### config.mk
export PLATFORM = sky130hd
export DESIGN_NAME = voice_scheduler
export DESIGN_NICKNAME = d
export VERILOG_FILES = /design/src/rtl/voice_sched_pkg.sv /design/src/rtl/irq_edge_detect.sv /design/src/rtl/voice_scheduler.sv
export SDC_FILE = /design/constraint.sdc
export NUM_CORES = 1
export LEC_CHECK = 0
export BUFFER_PORTS_ARGS = -buffer_cell sky130_fd_sc_hd__buf_2
export CORE_MARGIN = 2
export CORE_UTILIZATION = 40
export DETAILED_ROUTE_END_ITERATION = 16
export GPL_ROUTABILITY_DRIVEN = 0
export PLACE_DENSITY = 0.62
export REMOVE_ABC_BUFFERS = 1
export SYNTH_ARGS = -nofsm -noshare
export SYNTH_HDL_FRONTEND = slang
export SYNTH_SLANG_ARGS = --single-unit
### constraint.sdc
create_clock -name clk -period 5.2 [get_ports clk]
set_input_delay 0.26 -clock clk [delete_from_list [all_inputs] [get_ports clk]]
set_output_delay 0.26 -clock clk [all_outputs]
set_load 0.005 [all_outputs]
### src/rtl/voice_sched_pkg.sv
`default_nettype none
// ============================================================================
// Module      : voice_sched_pkg
// Description : Shared constants, FSM state type and helper function for the
//               voice scheduler slice.
// Revision    : 1.0 - initial release
// ============================================================================
package voice_sched_pkg;

  localparam int NUM_SLOTS = 8;
  localparam int NOTE_W    = 7;
  localparam int SLOT_W    = 3;
  // Each table entry is one byte: 7-bit note plus a don't-care top bit.
  localparam int ENTRY_W   = 8;
  localparam int TABLE_W   = NUM_SLOTS * ENTRY_W;
  localparam int CNT_W     = 4;

  typedef enum logic [3:0] {
    ST_IDLE  = 4'b0001,
    ST_SCAN  = 4'b0010,
    ST_ISSUE = 4'b0100,
    ST_DONE  = 4'b1000
  } state_t;

  // Number of non-empty slots in a raw note table.
  function automatic logic [CNT_W-1:0] count_active(input logic [TABLE_W-1:0] tbl);
    logic [CNT_W-1:0] n;
    n = '0;
    for (int k = 0; k < NUM_SLOTS; k++) begin
      if (tbl[k*ENTRY_W +: NOTE_W] != '0) n = n + CNT_W'(1);
    end
    return n;
  endfunction

endpackage
`default_nettype wire

### src/rtl/irq_edge_detect.sv
`default_nettype none
// ============================================================================
// Module      : irq_edge_detect
// Description : Rising-edge detector against the registered previous level.
//               The pulse is combinational from the current level, so it is
//               high in the same cycle the level first reads high.
// Ports       : clk     - clock
//               rstn    - asynchronous active-low reset (history cleared)
//               i_level - level input
//               o_rise  - one-cycle rising-edge pulse
// Revision    : 1.0 - initial release
// ============================================================================
module irq_edge_detect (
  input  logic clk,
  input  logic rstn,
  input  logic i_level,
  output logic o_rise
);

  logic r_prev;

  always_ff @(posedge clk or negedge rstn) begin
    if (!rstn) r_prev <= 1'b0;
    else       r_prev <= i_level;
  end

  assign o_rise = i_level & ~r_prev;

endmodule
`default_nettype wire

### src/rtl/voice_scheduler.sv
`default_nettype none
// ============================================================================
// Module      : voice_scheduler
// Description : Per-frame sweep of an 8-slot active-note table. On each
//               frame_tick the table snapshot (refreshed only if the note
//               processor flagged a change) is scanned one slot per cycle and
//               every non-empty slot is issued as a valid/ready request to the
//               shared tone datapath. A request that waits READY_TIMEOUT
//               cycles without req_ready is dropped and flagged sticky.
// Ports       : clk, rstn (async active-low)
//               note_data[63:0], note_irq, frame_tick      - table side
//               req_valid/ready/slot/note/last             - datapath side
//               frame_done, busy, overrun, timeout_err     - status
//               active_count[3:0] (optional)               - snapshot count
// Options     : VOICE_SCHED_ACTIVE_COUNT_EN adds the active_count output.
// Revision    : 1.0 - initial release
// ============================================================================
module voice_scheduler
  import voice_sched_pkg::*;
#(
  parameter int READY_TIMEOUT = 255
) (
  input  logic               clk,
  input  logic               rstn,
  input  logic [TABLE_W-1:0] note_data,
  input  logic               note_irq,
  input  logic               frame_tick,
  output logic               req_valid,
  input  logic               req_ready,
  output logic [SLOT_W-1:0]  req_slot,
  output logic [NOTE_W-1:0]  req_note,
  output logic               req_last,
  output logic               frame_done,
  output logic               busy,
  output logic               overrun,
  output logic               timeout_err
`ifdef VOICE_SCHED_ACTIVE_COUNT_EN
  ,
  output logic [CNT_W-1:0]   active_count
`endif
);

  localparam int                c_wait_w    = $clog2(READY_TIMEOUT + 1);
  localparam logic [SLOT_W-1:0] c_last_slot = SLOT_W'(NUM_SLOTS - 1);
  localparam logic [c_wait_w-1:0] c_wait_max = c_wait_w'(READY_TIMEOUT - 1);

  state_t                          r_state;
  state_t                          w_state_nxt;
  logic [NUM_SLOTS-1:0][NOTE_W-1:0] r_snapshot;
  logic [SLOT_W-1:0]               r_ptr;
  logic [c_wait_w-1:0]             r_wait;
  logic                            r_pending;
  logic                            r_timeout_err;

  logic                            w_irq_rise;
  logic                            w_start;
  logic                            w_adv;
  logic                            w_timeout;
  logic                            w_none_above;
  logic [NUM_SLOTS-1:0]            w_slot_nz;
  logic [NUM_SLOTS-1:0][NOTE_W-1:0] w_table_notes;
  logic [NUM_SLOTS-1:0]            w_table_msb;
  logic                            w_unused_msb;

  irq_edge_detect u_irq_edge (
    .clk     (clk),
    .rstn    (rstn),
    .i_level (note_irq),
    .o_rise  (w_irq_rise)
  );

  // Split the raw table into note fields; the top bit of each byte is
  // meaningless and only sunk here.
  for (genvar k = 0; k < NUM_SLOTS; k++) begin : g_slot
    assign w_table_notes[k] = note_data[k*ENTRY_W +: NOTE_W];
    assign w_table_msb[k]   = note_data[k*ENTRY_W + NOTE_W];
    assign w_slot_nz[k]     = |r_snapshot[k];
  end
  assign w_unused_msb = ^w_table_msb;

  // req_last: nothing non-empty above the current pointer.
  always_comb begin
    w_none_above = 1'b1;
    for (int k = 0; k < NUM_SLOTS; k++) begin
      if ((k > int'(r_ptr)) && w_slot_nz[k]) w_none_above = 1'b0;
    end
  end

  // ---------------------------------------------------------------- FSM
  always_ff @(posedge clk or negedge rstn) begin
    if (!rstn) r_state <= ST_IDLE;
    else       r_state <= w_state_nxt;
  end

  always_comb begin
    w_state_nxt = r_state;
    w_start     = 1'b0;
    w_adv       = 1'b0;
    w_timeout   = 1'b0;
    case (r_state)
      ST_IDLE: begin
        if (frame_tick) begin
          w_start     = 1'b1;
          w_state_nxt = ST_SCAN;
        end
      end
      ST_SCAN: begin
        if (w_slot_nz[r_ptr])          w_state_nxt = ST_ISSUE;
        else if (r_ptr == c_last_slot) w_state_nxt = ST_DONE;
      end
      ST_ISSUE: begin
        // A handshake wins over a timeout landing in the same cycle.
        if (req_ready) begin
          w_adv = 1'b1;
        end else if (r_wait == c_wait_max) begin
          w_adv     = 1'b1;
          w_timeout = 1'b1;
        end
        if (w_adv) w_state_nxt = (r_ptr == c_last_slot) ? ST_DONE : ST_SCAN;
      end
      ST_DONE:  w_state_nxt = ST_IDLE;
      default:  w_state_nxt = ST_IDLE;
    endcase
  end

  // ---------------------------------------------------------- datapath
  always_ff @(posedge clk or negedge rstn) begin
    if (!rstn) begin
      r_snapshot    <= '0;
      r_ptr         <= '0;
      r_wait        <= '0;
      r_pending     <= 1'b0;
      r_timeout_err <= 1'b0;
    end else begin
      if (w_start) begin
        r_ptr <= '0;
        if (r_pending) r_snapshot <= w_table_notes;
      end else if ((r_state == ST_SCAN) && !w_slot_nz[r_ptr] && (r_ptr != c_last_slot)) begin
        r_ptr <= r_ptr + SLOT_W'(1);
      end else if (w_adv && (r_ptr != c_last_slot)) begin
        r_ptr <= r_ptr + SLOT_W'(1);
      end

      // A new edge in the loading cycle keeps the flag set for next frame.
      if (w_irq_rise)   r_pending <= 1'b1;
      else if (w_start) r_pending <= 1'b0;

      // Counts stalled ISSUE cycles; zero on every ISSUE entry.
      if ((r_state == ST_ISSUE) && !w_adv) r_wait <= r_wait + c_wait_w'(1);
      else                                 r_wait <= '0;

      if (w_timeout) r_timeout_err <= 1'b1;
    end
  end

`ifdef VOICE_SCHED_ACTIVE_COUNT_EN
  logic [CNT_W-1:0] r_active_count;

  always_ff @(posedge clk or negedge rstn) begin
    if (!rstn)                      r_active_count <= '0;
    else if (w_start && r_pending)  r_active_count <= count_active(note_data);
  end

  assign active_count = r_active_count;
`endif

  // ------------------------------------------------------------ outputs
  assign req_valid   = (r_state == ST_ISSUE);
  assign req_slot    = req_valid ? r_ptr : '0;
  assign req_note    = req_valid ? r_snapshot[r_ptr] : '0;
  assign req_last    = req_valid & w_none_above;
  assign frame_done  = (r_state == ST_DONE);
  assign busy        = (r_state != ST_IDLE);
  assign overrun     = frame_tick & busy;
  assign timeout_err = r_timeout_err;

endmodule
`default_nettype wire

==> flow_summary.ini <==
[die]
io_pins = 85
die_h_um = 101
die_x_um = 101
die_area_mm2 = 0.0101
start_util_pct = 40.7
core_area_mm2 = 0.00915
core.rowCount = 35

[sta]
grt_setup_unrepaired = false
final_hold_viol_count = 0
finalClockSkew_ns = 0.00960
final-setup-viol-count = 0
fmax_mhz = 337
fin_crit_ns = 2.96
slew_violations = 0
tightest_slew_ns = 1.07
finalCritPeriodShare_pct = 57.0
relSlewSlack_pct = 28.4
fin_ws_ns = 2.24
fin_tns_setup_ns = 0

[critical_path]
r2r_start = r_ptr[0]
startpoint = r_ptr[0]
r2r-end = r_ptr[2]
crit_path_max_fanout = 23
critical_path_class = reg2out
worstPathRequired_ns = 4.94
startpoint_type = flop
arrival_ns = 2.70
endpoint = req_last
worst_setup_path_end_kind = primary output
r2r_setup_slack_ns = 2.35
r2r_cells = 5

[global_routing]
overflow = 0
grt_pass1_wl_um = 13000
antenna_found_initial = 0
grt_max_degree = 75
grt_use_total_pct = 16.7
grt_pass1_vias = 2684

[finish]
final_util_pct = 47.9
fill_cells = 844
areaGrowthSynthToFinish_pct = 17.6
layout-drive-gt1-share_pct = 47.4
diodes = 0
final_nets = 436

[detailed_routing]
routedWlPerCell_um = 16.4
routed_wl_um = 7840
drtIter0Drc = 123
dr_total_vias = 2543
drt-vias-per-instance = 5.32
drc = 0
first_pass_iters = 6
ant_nets = 0

[yosys]
synth_warnings = 0
yosys.cell_types.count = 47
async_flop_share_pct = 100
synth_ff_type = dfrtp_1
netlist_instances = 289
syn_avg_cell_area_um2 = 12.9
synth_edf_count = 0
synthesis.area_mm2 = 0.00373
synth_seq_cells = 74
seq_area_frac_synth_pct = 49.7

[min_path]
hold_path.class = in2reg

[placed_design]
dp_hpwl_um = 5700
place_ws_ns = 2.30
portBuffers = 76

[pwr]
power_mw = 2.37
p_per_area_mw_per_mm2 = 540
irDropWorstVdd_mv = 0.233
power.leakage_nw = 1.96

[status]
status = complete, no violations

[clock_network]
cts_buffers = 9
clockBufferDepth = 2
tritoncts = built
clk_latency_ns = 0.35
post_cts_buffers = 0
clock-sinks = 74
root_buffer = clkbuf_8
postCtsHoldBufs = 0
path_clk_slew_ns = 0.08
htreeDepth = 3
cts_resized = 0

[flow_run]
maxCapViolations = 0
[how the worst min path moves through the flow]
stage	start	to	cells past startpoint
6_report	note_irq	u_irq_edge.r_prev	1
5_1_grt	note_irq	u_irq_edge.r_prev	1
4_1_cts	note_irq	u_irq_edge.r_prev	1
3_5_place_dp	note_irq	u_irq_edge.r_prev	1
3_3_place_gp	note_irq	u_irq_edge.r_prev	1
2_1_floorplan	rstn	r_pending	0
[stage by stage]
stage	hold slack [ns]	area [µm²]	instances
5_1_grt	0.0349	4380	478
3_3_place_gp	0.386	4130	462
6_report	0.0332	4380	478
2_1_floorplan	-0.0356	3590	273
4_1_cts	0.0215	4380	478
3_5_place_dp	0.391	4130	462
[cells in the final DEF (no fill, tap or decap), types with 2 or more instances in the layout]
cell / n
o21ai_0: 5
buf_2: 76
ha_1: 5
nand3_1: 6
dfrtp_1: 73
mux4_2: 13
o21a_1: 2
inv_1: 8
nor4_1: 7
nor2_1: 19
a21oi_1: 10
or4b_2: 2
buf_4: 2
clkbuf_8: 10
or3_1: 2
mux2_2: 58
or4_1: 6
xor2_1: 5
clkinvlp_4: 2
bufinv_16: 3
nor3_1: 4
nand2_1: 20
and2_1: 2
and3_1: 2
[synth_stat cells (all sizes together), types with 5 or more instances]
master,instances,area (µm²)
dfrtp,73,1830
mux2,58,653
nand2,21,78.8
nor2,19,71.3
mux4,14,319
a21oi,10,50.1
clkbuf,9,63.8
inv,8,30.0
buf,7,67.6
nor4,7,43.8
or4,7,56.3
nand3,6,30.0
ha,5,62.6
o21ai,5,25.0
xor2,5,43.8
[routing by layer]
layer	up-vias	track usage [%]	part of all wire, %
li1	1219	-	-
met1	1250	22.8	47
met2	66	26.0	47
met3	8	4.30	4.9
met4	0	5.69	0.97
met5	-	0	0
[worst max-delay path, cell delays in order (launching register included)]
cell,delay (ns)
dfrtp_1,1.06
inv_1,0.29
ha_1,0.30
a311oi_1,0.22
o22a_1,0.17
nor3_1,0.05
o21a_1,0.14
buf_2,0.13
[report_power, final]
| group | leakage [nW] | switching, mW | internal, mW |
|---|---|---|---|
| Combinational | 0.942 | 0.273 | 0.478 |
| Sequential | 0.903 | 0.238 | 0.827 |
| Clock | 0.119 | 0.217 | 0.332 |
| Total | 1.96 | 0.728 | 1.64 |
[registers in the layout, indices dropped and copies added (netlist names)]
register / count
r_pending: 1
r_ptr: 3
r_snapshot: 56
r_state: 4
r_wait: 8
timeout_err: 1
u_irq_edge.r_prev: 1
[area by class of cell]
class | instances | area [µm²] | area share, %
multi-input cells | 191 | 1710 | 39.1
inverters | 8 | 30.0 | 0.685
clock inverters | 6 | 114 | 2.60
flip-flops and latches | 74 | 1850 | 42.3
repair buffers | 78 | 395 | 9.02
clock buffers | 10 | 138 | 3.14
well taps | 111 | 139 | 3.17
[cell families (layout without fill, tap and decap cells)]
logic type                 count (synthesis)  after routing  synth area share, %
xor gates and xnor gates                   6              6                 1.41
AOI/OAI and AO/OA                         28             28                 5.37
adders and majority gates                  5              5                 1.68
muxes                                     73             73                 26.4
and+or+nand+nor                           79             79                 11.1
DFF                                       74             74                 49.7
buffers and inverters                     24            102                 4.33
Power figures use the tool's default switching activity.
